<file path="config.mk">
export PLATFORM = sky130hd
export DESIGN_NAME = cache_controller
export DESIGN_NICKNAME = d
export VERILOG_FILES = /design/src/rtl/cache_controller.sv
export SDC_FILE = /design/constraint.sdc
export NUM_CORES = 1
export LEC_CHECK = 0
export ABC_CLOCK_PERIOD_IN_PS = 3000
export BUFFER_PORTS_ARGS = -buffer_cell sky130_fd_sc_hd__buf_4
export CAP_MARGIN = 0
export CORE_AREA = 2 2 134 136
export DETAILED_ROUTE_END_ITERATION = 16
export DIE_AREA = 0 0 136 138
export PLACE_DENSITY = 0.6
export SETUP_SLACK_MARGIN = 0.5
export SLEW_MARGIN = 25
export SYNTH_ARGS = -nofsm -noshare
export SYNTH_HDL_FRONTEND = slang
export SYNTH_SLANG_ARGS = --single-unit
</file>
<file path="constraint.sdc">
create_clock -name clk -period 3 [get_ports clk]
set_input_delay 0.45 -clock clk [delete_from_list [all_inputs] [get_ports clk]]
set_output_delay 0.45 -clock clk [all_outputs]
set_load 0.01 [all_outputs]
</file>
<file path="src/rtl/cache_controller.sv">
// Cache controller between the CPU memory stage, a direct-read cache and a 64-bit SRAM.
// Loads hit in the cache or fill a line from SRAM; stores are write-through, no-allocate.
module cache_controller #(
    parameter logic [31:0] BASE_ADDR = 32'd1024
) (
    input  logic        clk,
    input  logic        rst,
    input  logic [31:0] address,
    input  logic [31:0] wdata,
    input  logic        MEM_R_EN,
    input  logic        MEM_W_EN,
    output logic [31:0] rdata,
    output logic        ready,
    output logic [16:0] cache_address,
    output logic [63:0] cache_wdata,
    output logic        cache_read_en,
    output logic        cache_write_en,
    output logic        cache_invoke_en,
    input  logic [31:0] cache_rdata,
    input  logic        cache_hit,
    output logic [31:0] sram_address,
    output logic [31:0] sram_wdata,
    output logic        sram_r_en,
    output logic        sram_w_en,
    input  logic [63:0] sram_rdata,
    input  logic        sram_ready
);

    typedef enum logic [1:0] {StIdle, StReadMiss, StWrite} state_e;

    state_e      state_q;
    logic [31:0] addr_q;
    logic [31:0] wdata_q;
    logic [31:0] req_addr;
    logic [31:0] mapped;
    logic        offset;
    logic        unused_mapped_bits;

    // Live CPU address while idle, captured request once an access is in flight.
    assign req_addr           = (state_q == StIdle) ? address : addr_q;
    assign mapped             = req_addr - BASE_ADDR;
    assign offset             = mapped[2];
    assign cache_address      = mapped[18:2];
    assign unused_mapped_bits = ^{mapped[31:19], mapped[1:0]};

    always_ff @(posedge clk or posedge rst) begin
        if (rst) begin
            state_q <= StIdle;
            addr_q  <= 32'd0;
            wdata_q <= 32'd0;
        end else begin
            case (state_q)
                StIdle: begin
                    if (MEM_W_EN) begin
                        state_q <= StWrite;
                        addr_q  <= address;
                        wdata_q <= wdata;
                    end else if (MEM_R_EN && !cache_hit) begin
                        state_q <= StReadMiss;
                        addr_q  <= address;
                    end
                end
                StReadMiss: if (sram_ready) state_q <= StIdle;
                StWrite:    if (sram_ready) state_q <= StIdle;
                default:    state_q <= StIdle;
            endcase
        end
    end

    always_comb begin
        rdata           = 32'd0;
        ready           = 1'b1;
        cache_wdata     = 64'd0;
        cache_read_en   = 1'b0;
        cache_write_en  = 1'b0;
        cache_invoke_en = 1'b0;
        sram_address    = 32'd0;
        sram_wdata      = 32'd0;
        sram_r_en       = 1'b0;
        sram_w_en       = 1'b0;
        // Reset masks the live CPU inputs so no strobe escapes while rst is held.
        if (!rst) begin
            unique case (state_q)
                StIdle: begin
                    if (MEM_W_EN) begin
                        cache_invoke_en = 1'b1;
                        ready           = 1'b0;
                    end else if (MEM_R_EN) begin
                        if (cache_hit) begin
                            cache_read_en = 1'b1;
                            rdata         = cache_rdata;
                        end else begin
                            ready = 1'b0;
                        end
                    end
                end
                StReadMiss: begin
                    sram_r_en    = 1'b1;
                    sram_address = {addr_q[31:3], 3'b000};
                    ready        = sram_ready;
                    if (sram_ready) begin
                        cache_write_en = 1'b1;
                        cache_wdata    = sram_rdata;
                        rdata          = offset ? sram_rdata[63:32] : sram_rdata[31:0];
                    end
                end
                StWrite: begin
                    sram_w_en    = 1'b1;
                    sram_address = addr_q;
                    sram_wdata   = wdata_q;
                    ready        = sram_ready;
                end
                default: ready = 1'b1;
            endcase
        end
    end

endmodule

</file>
==> impl_metrics.tcl, run 1 <==
set metrics [dict create \
    clock_latency_ps 330 \
    setup_viol 0 \
    drt_iter0_drc 175 \
    htreeDepth 3 \
    fillerInstances 1621 \
    cts_buffers 9 \
    die_x_um 136 \
    synthAdderAreaFrac_pct 1.30 \
    dp_hpwl_um 14500 \
    crit_start "state_q[1]" \
    critical_path.top_delay_family "multiplexers" \
    synth_top_family_by_area "multiplexers" \
    post-place-ws_ps 332 \
    die_area_mm2 0.0188 \
    synth_top_area_share_pct 34.3 \
    yosys_warnings 0 \
    cp.arrival_ps 2290 \
    core_area_mm2 0.0175 \
    final_util_pct 51.4 \
    relSlewSlack_pct 41.0 \
    hold_path_class "primary input to flip-flop" \
    finalCritPeriodShare_pct 91.4 \
    fin_crit_ps 2740 \
    tightest_slew_ps 885 \
    start_util_pct 27.5 \
    synth-simple-area-share_pct 23.0 \
    drc_errors 0 \
    timing.final.ws_setup_ps 257 \
    clock_sinks 66 \
    final_cells 1085 \
    worst-path-buf-inv 4 \
    area_growth_pct 87.0 \
    total_power_mw 7.40 \
    ys_seq_elements 66 \
    grtUsageTotal_pct 20.0 \
    crit_chain "inv_2 > ha_4 > mux2i_4 > buf_12 > clkbuf_16 > mux2_4 > a22oi_1 > nor2_1 > buf_4" \
    whs_ps 348 \
    drive_gt1_share_pct 69.5 \
    io_pins 349 \
    tns_ps 0 \
    antenna_found_initial 5 \
    criticalPathCategory "flip-flop to output port" \
    required_ps 2550 \
    startpoint_type "flip-flop" \
    cts_max_path_buffers 2 \
    ys_types 36 \
    synth_area_mm2 0.00482 \
    finalHoldViolCount 0 \
    die_h_um 138 \
    grt_pass1_vias 4999 \
    finalInstanceArea_mm2 0.00901 \
    crit_slowest_cell "dfrtp_1" \
    r2r_start "state_q[1]" \
    postCtsHoldBufs 0 \
    grt_pass1_wl_um 29200 \
    rows 49 \
    dr.pass1.iters 4 \
    max_freq_ghz 0.365 \
    wl_per_cell_um 19.3 \
    synthTopCellsByArea "dfrtp_1 (34%), mux2_2 (17%), mux2_4 (9.0%)" \
    cts_tree "yes" \
    overflow 0 \
    routed_via_density 4.75 \
    port_buffers 348 \
    synth_xor_area_share_pct 1.45 \
    synth_nets 648 \
    drv_cap 0 \
    finalWirelength_um 21000 \
    num-nets-final 1016 \
    status "finished, final reports clean" \
    power_density_mw_per_mm2 822 \
    cts_root_buf "clkbuf_16" \
    crit_path_max_incr_delay_ps 390 \
    endpoint_kind "output port" \
    synth_top_area_cell "dfrtp_1" \
    path_max_fanout 8 \
    place.gp.congestion 0.814 \
    hp-start "address[27]" \
    path_clk_slew_ps 60 \
    via_count 5159 \
    synthMuxAreaShare_pct 28.5 \
    report.final.slew_viol_count 0 \
    dp.cells 1023 \
    power.leakage_nw 4.59 \
    netlist_instances 477 \
    ant_nets 0 \
    placed_cell_area_mm2 0.00772 \
    ir_worst_vdd_mv 0.425 \
    ys_seq_area_share_pct 34.3 \
    grt_max_degree 68 \
    post_synth.cell_area_avg_um2 10.1 \
    rsz0062_at_grt "yes" \
    synth-compound-area-share_pct 6.86 \
    final.setup_skew_ps 4.83 \
]
final timing paths:
| check | end | depth (start not counted) | slack, ps |
|---|---|---|---|
| worst min-delay path | addr_q[27] | 2 | 350 |
| max in group asynchronous | wdata_q[20] | 3 | 1880 |
| worst max register to register | wdata_q[21] | 9 | 930 |
| min in group asynchronous | state_q[1] | 3 | 540 |
| worst min register to register | wdata_q[18] | 1 | 500 |
| worst max-delay path | rdata[26] | 9 | 260 |
Yosys cell counts, drive strengths merged:
cell     count
o211ai       1
o22a         1
and3b        1
nor2        36
and2b        1
xor2         5
a211oi       1
xnor2        3
nor4b        2
o211a        1
o21ai        4
inv          5
nor2b        4
nor3b        2
a22oi       32
buf         16
dfrtp       66
clkbuf      27
a21oi        3
mux2       103
and3        68
mux2i        9
o22ai        2
and2        64
o2bb2ai      1
nor3         5
nand3b       1
nand2        4
ha           5
nand2b       2
or3          2
flip-flops by register name, indices dropped and copies added, names as in the netlist:
name / flops
addr_q: 32
wdata_q: 32
state_q: 2
layer usage:
metal	track usage [%]	share of wire [%]	wire, um	vias to the layer above
li1	-	-	-	2432
met1	21.8	37	7730	2493
met2	35.8	53	11000	210
met3	6.56	8.4	1750	24
met4	7.13	2.1	430	0
met5	0	0	0	-
layout by cell type, fill, tap and decap left out, types with 3 or more instances in the layout:
cell type and instances:
buf_12 8, bufinv_16 4, mux2i_4 4, nand2_1 3, clkbuf_16 15, buf_4 372, diode_2 6, and3_1 67
o21ai_2 3, and2_4 11, xor2_1 5, mux2i_1 5, and2_1 53, a22oi_2 31, buf_6 10, buf_16 4
nor3_1 4, mux2_4 32, mux2_2 71, nor2_1 34, dfrtp_1 66
kinds of logic after synthesis:
group,Yosys count
buffers and inverters,48
muxes,112
and+or+nand+nor,192
xor gates and xnor gates,8
adders and majority gates,5
AOI/OAI and AO/OA,46
DFF,66
layout make-up:
cell class | count | area (um^2) | area share (%)
tap | 229 | 287 | 3.18
antenna | 6 | 15.0 | 0.167
inverter | 5 | 22.5 | 0.250
sequential | 66 | 1650 | 18.3
timing repair buffer | 400 | 3330 | 36.9
clock buffer | 10 | 239 | 2.65
multi-input combinational | 363 | 3330 | 37.0
clock inverter | 6 | 138 | 1.53
repair_timing:
item                       CTS  global route
pin swaps                    9            51
cloned                       4             6
setup endpoints to repair  133           103
resized for setup           36            51
setup buffers               15            15
where the power goes:
| part | internal (mW) | switching [mW] | total (mW) |
|---|---|---|---|
| Combinational | 2.60 | 1.85 | 4.45 |
| Sequential | 1.35 | 0.284 | 1.63 |
| Clock | 0.921 | 0.401 | 1.32 |
| Total | 4.87 | 2.53 | 7.40 |
(Power assumes the default switching activity.)
==> run 2: changes to the inputs <==
--- a/config.mk
+++ b/config.mk
@@ -5,13 +5,13 @@
 export SDC_FILE = /design/constraint.sdc
 export NUM_CORES = 1
 export LEC_CHECK = 0
-export ABC_CLOCK_PERIOD_IN_PS = 3000
+export ABC_CLOCK_PERIOD_IN_PS = 3480
 export BUFFER_PORTS_ARGS = -buffer_cell sky130_fd_sc_hd__buf_4
 export CAP_MARGIN = 0
 export CORE_AREA = 2 2 134 136
 export DETAILED_ROUTE_END_ITERATION = 16
 export DIE_AREA = 0 0 136 138
-export PLACE_DENSITY = 0.6
+export PLACE_DENSITY = 0.58
 export SETUP_SLACK_MARGIN = 0.5
 export SLEW_MARGIN = 25
 export SYNTH_ARGS = -nofsm -noshare
==> constraint.sdc (replaced) <==
create_clock -name clk -period 3.48 [get_ports clk]
set_input_delay 0.522 -clock clk [delete_from_list [all_inputs] [get_ports clk]]
set_output_delay 0.522 -clock clk [all_outputs]
set_load 0.01 [all_outputs]
==> run 2 against run 1 <==
- sequential power decreased by 14%
- clock skew increased by 1.1 ps
- worst setup slack improved by 270 ps
==> impl_metrics.tcl, run 2 (same netlist as run 1, synthesis figures left out) <==
set metrics [dict create \
    status "finished, final reports clean" \
    cts_max_path_buffers 2 \
    timing.final.ws_setup_ps 528 \
    r2r_slack_ps 1190 \
    finalHoldViolCount 0 \
    grt_max_degree 68 \
    crit_start "state_q[0]" \
    setup_viol 0 \
    rsz0062_at_grt "yes" \
    relSlewSlack_pct 53.1 \
    rr_worst_depth 7 \
    antenna_found_initial 3 \
    grt_pass1_vias 5194 \
    drv_cap 0 \
    fin_crit_ps 2950 \
    cts_buffers 9 \
    seqCellArea_mm2 0.00165 \
    port_buffers 348 \
    place.gp.congestion 0.879 \
    max_freq_ghz 0.339 \
    die_h_um 138 \
    cts_root_buf "clkbuf_16" \
    cts_tree "yes" \
    tns_ps 0 \
    wl_per_cell_um 19.0 \
    grt_pass1_wl_um 29100 \
    dr.pass1.iters 4 \
    io_pins 349 \
    hold_path_class "primary input to async pin" \
    drive_gt1_share_pct 62.1 \
    num-nets-final 991 \
    r2r_start "state_q[1]" \
    area_growth_pct 70.9 \
    power.leakage_nw 4.31 \
    overflow 0 \
    multiInputGateArea_mm2 0.00304 \
    ir_worst_vdd_mv 0.336 \
    final_util_pct 47.0 \
    start_util_pct 27.5 \
    layout_commonest_cell "buf_4" \
    finalInstanceArea_mm2 0.00823 \
    r2r_end "addr_q[25]" \
    final.setup_skew_ps 5.97 \
    post-place-ws_ps 505 \
    crit_end "rdata[31]" \
    clock_latency_ps 320 \
    ant_nets 0 \
    criticalPathCategory "flip-flop to output port" \
    die_area_mm2 0.0188 \
    dp.cells 1024 \
    path_max_fanout 8 \
    required_ps 2960 \
    report.final.slew_viol_count 0 \
    whs_ps 360 \
    drt_iter0_drc 147 \
    fillerInstances 1715 \
    tightest_slew_ps 704 \
    via_count 5173 \
    clock_sinks 66 \
    largestRegisters "addr_q: 32 flops, wdata_q: 32 flops, state_q: 2 flops" \
    drc_errors 0 \
    cp.arrival_ps 2430 \
    finalWirelength_um 20100 \
    layout_common_cells "buf_4 (368), mux2_2 (74), and3_1 (68), dfrtp_1 (66), and2_1 (64)" \
    finalCritPeriodShare_pct 84.8 \
    power_density_mw_per_mm2 679 \
    total_power_mw 5.59 \
    startpoint_type "flip-flop" \
    path_clk_slew_ps 60 \
    endpoint_kind "output port" \
    grtUsageTotal_pct 19.8 \
    rows 49 \
    dp_hpwl_um 15500 \
    final_cells 1057 \
    die_x_um 136 \
    placed_cell_area_mm2 0.00766 \
    htreeDepth 3 \
    core_area_mm2 0.0175 \
    routed_via_density 4.89 \
]
[run 2: changes by cell type in the layout (fill, tap and decap cells not counted), sizes merged]
cell    delta
clkinv     +1
inv        +1
clkbuf     -3
diode      -3
buf       -22
bufinv     -2
[run 2: what timing repair did]
action,4_1_cts,5_1_grt
resized for setup,3,12
setup endpoints to repair,37,35
setup buffers,3,7
cloned,0,4
endpoints found under the hold margin,0,0
hold buffers,0,0
pin swaps,2,5
[run 2: report_power, final]
group	switching (mW)	leakage [nW]	internal (mW)
Clock	0.339	0.163	0.648
Combinational	1.40	3.37	1.80
Sequential	0.239	0.776	1.16
[run 2: layer usage]
layer | global-route usage [%] | up-vias | part of all wire, % | wire length (um)
met2 | 34.9 | 262 | 52 | 10400
li1 | - | 2371 | - | -
met5 | 0 | - | 0 | 0
met1 | 21.8 | 2504 | 36 | 7310
met4 | 9.76 | 0 | 3.9 | 786
met3 | 5.10 | 36 | 8.2 | 1650
[run 2: worst min path at each step]
| stage | from | cells past startpoint | to |
|---|---|---|---|
| 2_1_floorplan | wdata_q[0] | 1 | wdata_q[0] |
| 4_1_cts | rst | 3 | wdata_q[7] |
| 5_1_grt | rst | 3 | wdata_q[4] |
| 3_3_place_gp | wdata_q[25] | 1 | wdata_q[25] |
| 6_report | rst | 3 | wdata_q[7] |
| 3_5_place_dp | wdata_q[4] | 1 | wdata_q[4] |
[run 2: critical path: stages (launching register included)]
cell	delay (ps)
dfrtp_1	410
inv_2	100
ha_4	230
mux2i_4	320
buf_12	160
buf_6	170
mux2_2	340
a22oi_1	160
nor2_1	60
buf_4	150
[run 2: layout make-up]
type	count	share of cell area, %
well taps	229	3.48
repair buffers	375	35.2
diodes	3	0.0912
flip-flops and latches	66	20.1
multi-input cells	363	36.9
clock buffers	10	2.90
inverters	5	0.274
clock inverters	6	1.06
==> run 3: changes to the inputs <==
--- a/config.mk
+++ b/config.mk
@@ -5,13 +5,13 @@
 export SDC_FILE = /design/constraint.sdc
 export NUM_CORES = 1
 export LEC_CHECK = 0
-export ABC_CLOCK_PERIOD_IN_PS = 3480
+export ABC_CLOCK_PERIOD_IN_PS = 2700
 export BUFFER_PORTS_ARGS = -buffer_cell sky130_fd_sc_hd__buf_4
 export CAP_MARGIN = 0
 export CORE_AREA = 2 2 134 136
 export DETAILED_ROUTE_END_ITERATION = 16
 export DIE_AREA = 0 0 136 138
-export PLACE_DENSITY = 0.58
+export PLACE_DENSITY = 0.6
 export SETUP_SLACK_MARGIN = 0.5
 export SLEW_MARGIN = 25
 export SYNTH_ARGS = -nofsm -noshare
==> constraint.sdc (replaced) <==
create_clock -name clk -period 2.7 [get_ports clk]
set_input_delay 0.405 -clock clk [delete_from_list [all_inputs] [get_ports clk]]
set_output_delay 0.405 -clock clk [all_outputs]
set_load 0.01 [all_outputs]
==> run 3 against run 2 <==
- the flow now finishes with violations (negative setup slack)
- worst setup slack got worse by 580 ps
- via count grew 2.7%
- wire length is 8.6% higher
- power is 51% higher
- critical path type unchanged
==> impl_metrics.tcl, run 3 (same netlist as run 1, synthesis figures left out) <==
set metrics [dict create \
    report.final.slew_viol_count 0 \
    core_area_mm2 0.0175 \
    rsz0062_at_grt "yes" \
    startpoint_type "flip-flop" \
    port_buffers 348 \
    criticalPathCategory "flip-flop to output port" \
    wl_per_cell_um 20.0 \
    fin_crit_ps 2750 \
    drc_errors 0 \
    total_power_mw 8.42 \
    start_util_pct 27.5 \
    place.gp.congestion 0.824 \
    grt_max_degree 66 \
    antenna_found_initial 2 \
    finalWirelength_um 21800 \
    layout_common_cells "buf_4 (311), buf_6 (75), mux2_2 (68), dfrtp_1 (66), and3_1 (64)" \
    cts_tree "yes" \
    grt_pass1_wl_um 29700 \
    cts_max_path_buffers 2 \
    io_pins 349 \
    hold_path_class "primary input to async pin" \
    die_h_um 138 \
    clock_sinks 66 \
    fillerInstances 1588 \
    overflow 0 \
    routed_via_density 4.86 \
    cts_buffers 9 \
    post-place-ws_ps 151 \
    ir_worst_vdd_mv 0.434 \
    relSlewSlack_pct 59.5 \
    setup_viol 12 \
    wl_met2_um 11500 \
    endpoint_kind "output port" \
    dp_hpwl_um 14700 \
    drive_gt1_share_pct 76.4 \
    power_density_mw_per_mm2 889 \
    tightest_slew_ps 607 \
    die_x_um 136 \
    routedLengthMet1_um 7990 \
    violations "negative setup slack" \
    finalHoldViolCount 0 \
    timing.final.ws_setup_ps -51.4 \
    layout_commonest_cell "buf_4" \
    final_util_pct 54.0 \
    largestRegisters "addr_q: 32 flops, wdata_q: 32 flops, state_q: 2 flops" \
    area_growth_pct 96.6 \
    final.setup_skew_ps 11.1 \
    wl_met3_um 1760 \
    top_layer_used "met4" \
    path_clk_slew_ps 70 \
    dr.pass1.iters 4 \
    cp.arrival_ps 2350 \
    max_freq_ghz 0.363 \
    htreeDepth 3 \
    drv_cap 0 \
    finalCritPeriodShare_pct 102 \
    die_area_mm2 0.0188 \
    required_ps 2300 \
    status "complete, but fails checks" \
    via_count 5311 \
    cts_root_buf "clkbuf_16" \
    path_max_fanout 4 \
    drt_iter0_drc 154 \
    grt_pass1_vias 5192 \
    num-nets-final 1027 \
    clock_latency_ps 330 \
    ant_nets 0 \
    grtUsageTotal_pct 20.4 \
    rows 49 \
    power.leakage_nw 4.75 \
]
[run 3: what timing repair did]
item / 4_1_cts / 5_1_grt
pin swaps: 21 / 62
hold buffers: 0 / 0
endpoints found under the setup margin: 139 / 179
resized for setup: 63 / 136
setup buffers: 18 / 11
gates cloned: 6 / 12
hold endpoints to repair: 0 / 0
[run 3: critical path, cell delays in order (launching register included)]
cell	delay, ps
dfrtp_1	390
inv_2	110
ha_4	190
buf_12	120
mux2i_4	240
ha_4	170
nor4b_4	220
o2bb2ai_2	170
o21ai_2	90
xor2_1	160
buf_4	150
[run 3: stage by stage]
stage | hold WS (ps) | setup TNS, ps | cell area (um^2) | instances
after floorplan | 471 | 0 | 5000 | 477
after detailed placement | 484 | 0 | 7810 | 1027
after CTS | 292 | -89.9 | 8670 | 1067
after global routing | 292 | -2620 | 9470 | 1092
after global placement | 479 | 0 | 7810 | 1027
final | 300 | -358 | 9470 | 1092
[run 3: layout make-up]
class                      count  area [um^2]  area share (%)
multi-input combinational    363         3480            36.7
timing repair buffer         411         3730            39.4
sequential                    66         1650            17.4
clock buffer                  11          253            2.67
inverter                       5         25.0           0.264
tap                          229          287            3.03
clock inverter                 5         38.8           0.410
antenna                        2         5.00          0.0529
[run 3: power breakdown]
part           total, mW  internal (mW)  switching [mW]
Sequential          1.85           1.50           0.353
Clock               1.13          0.673           0.456
Combinational       5.44           3.26            2.18
[run 3: routing by layer]
| metal | track usage, % | vias up |
|---|---|---|
| met2 | 37.2 | 220 |
| li1 | - | 2446 |
| met5 | 0 | - |
| met3 | 6.12 | 36 |
| met4 | 6.30 | 0 |
| met1 | 22.4 | 2609 |
[run 3: path summary, 6_finish.rpt]
path / from / endpoint / slack [ps] / cells after the start
min in group clk: wdata[12] / wdata_q[12] / 310 / 2
min reg2reg: wdata_q[24] / wdata_q[24] / 500 / 1
min: rst / addr_q[18] / 300 / 3
max: state_q[1] / cache_address[16] / -50 / 10
max in group asynchronous: rst / wdata_q[26] / 1860 / 3
max reg2reg: state_q[1] / addr_q[28] / 920 / 6
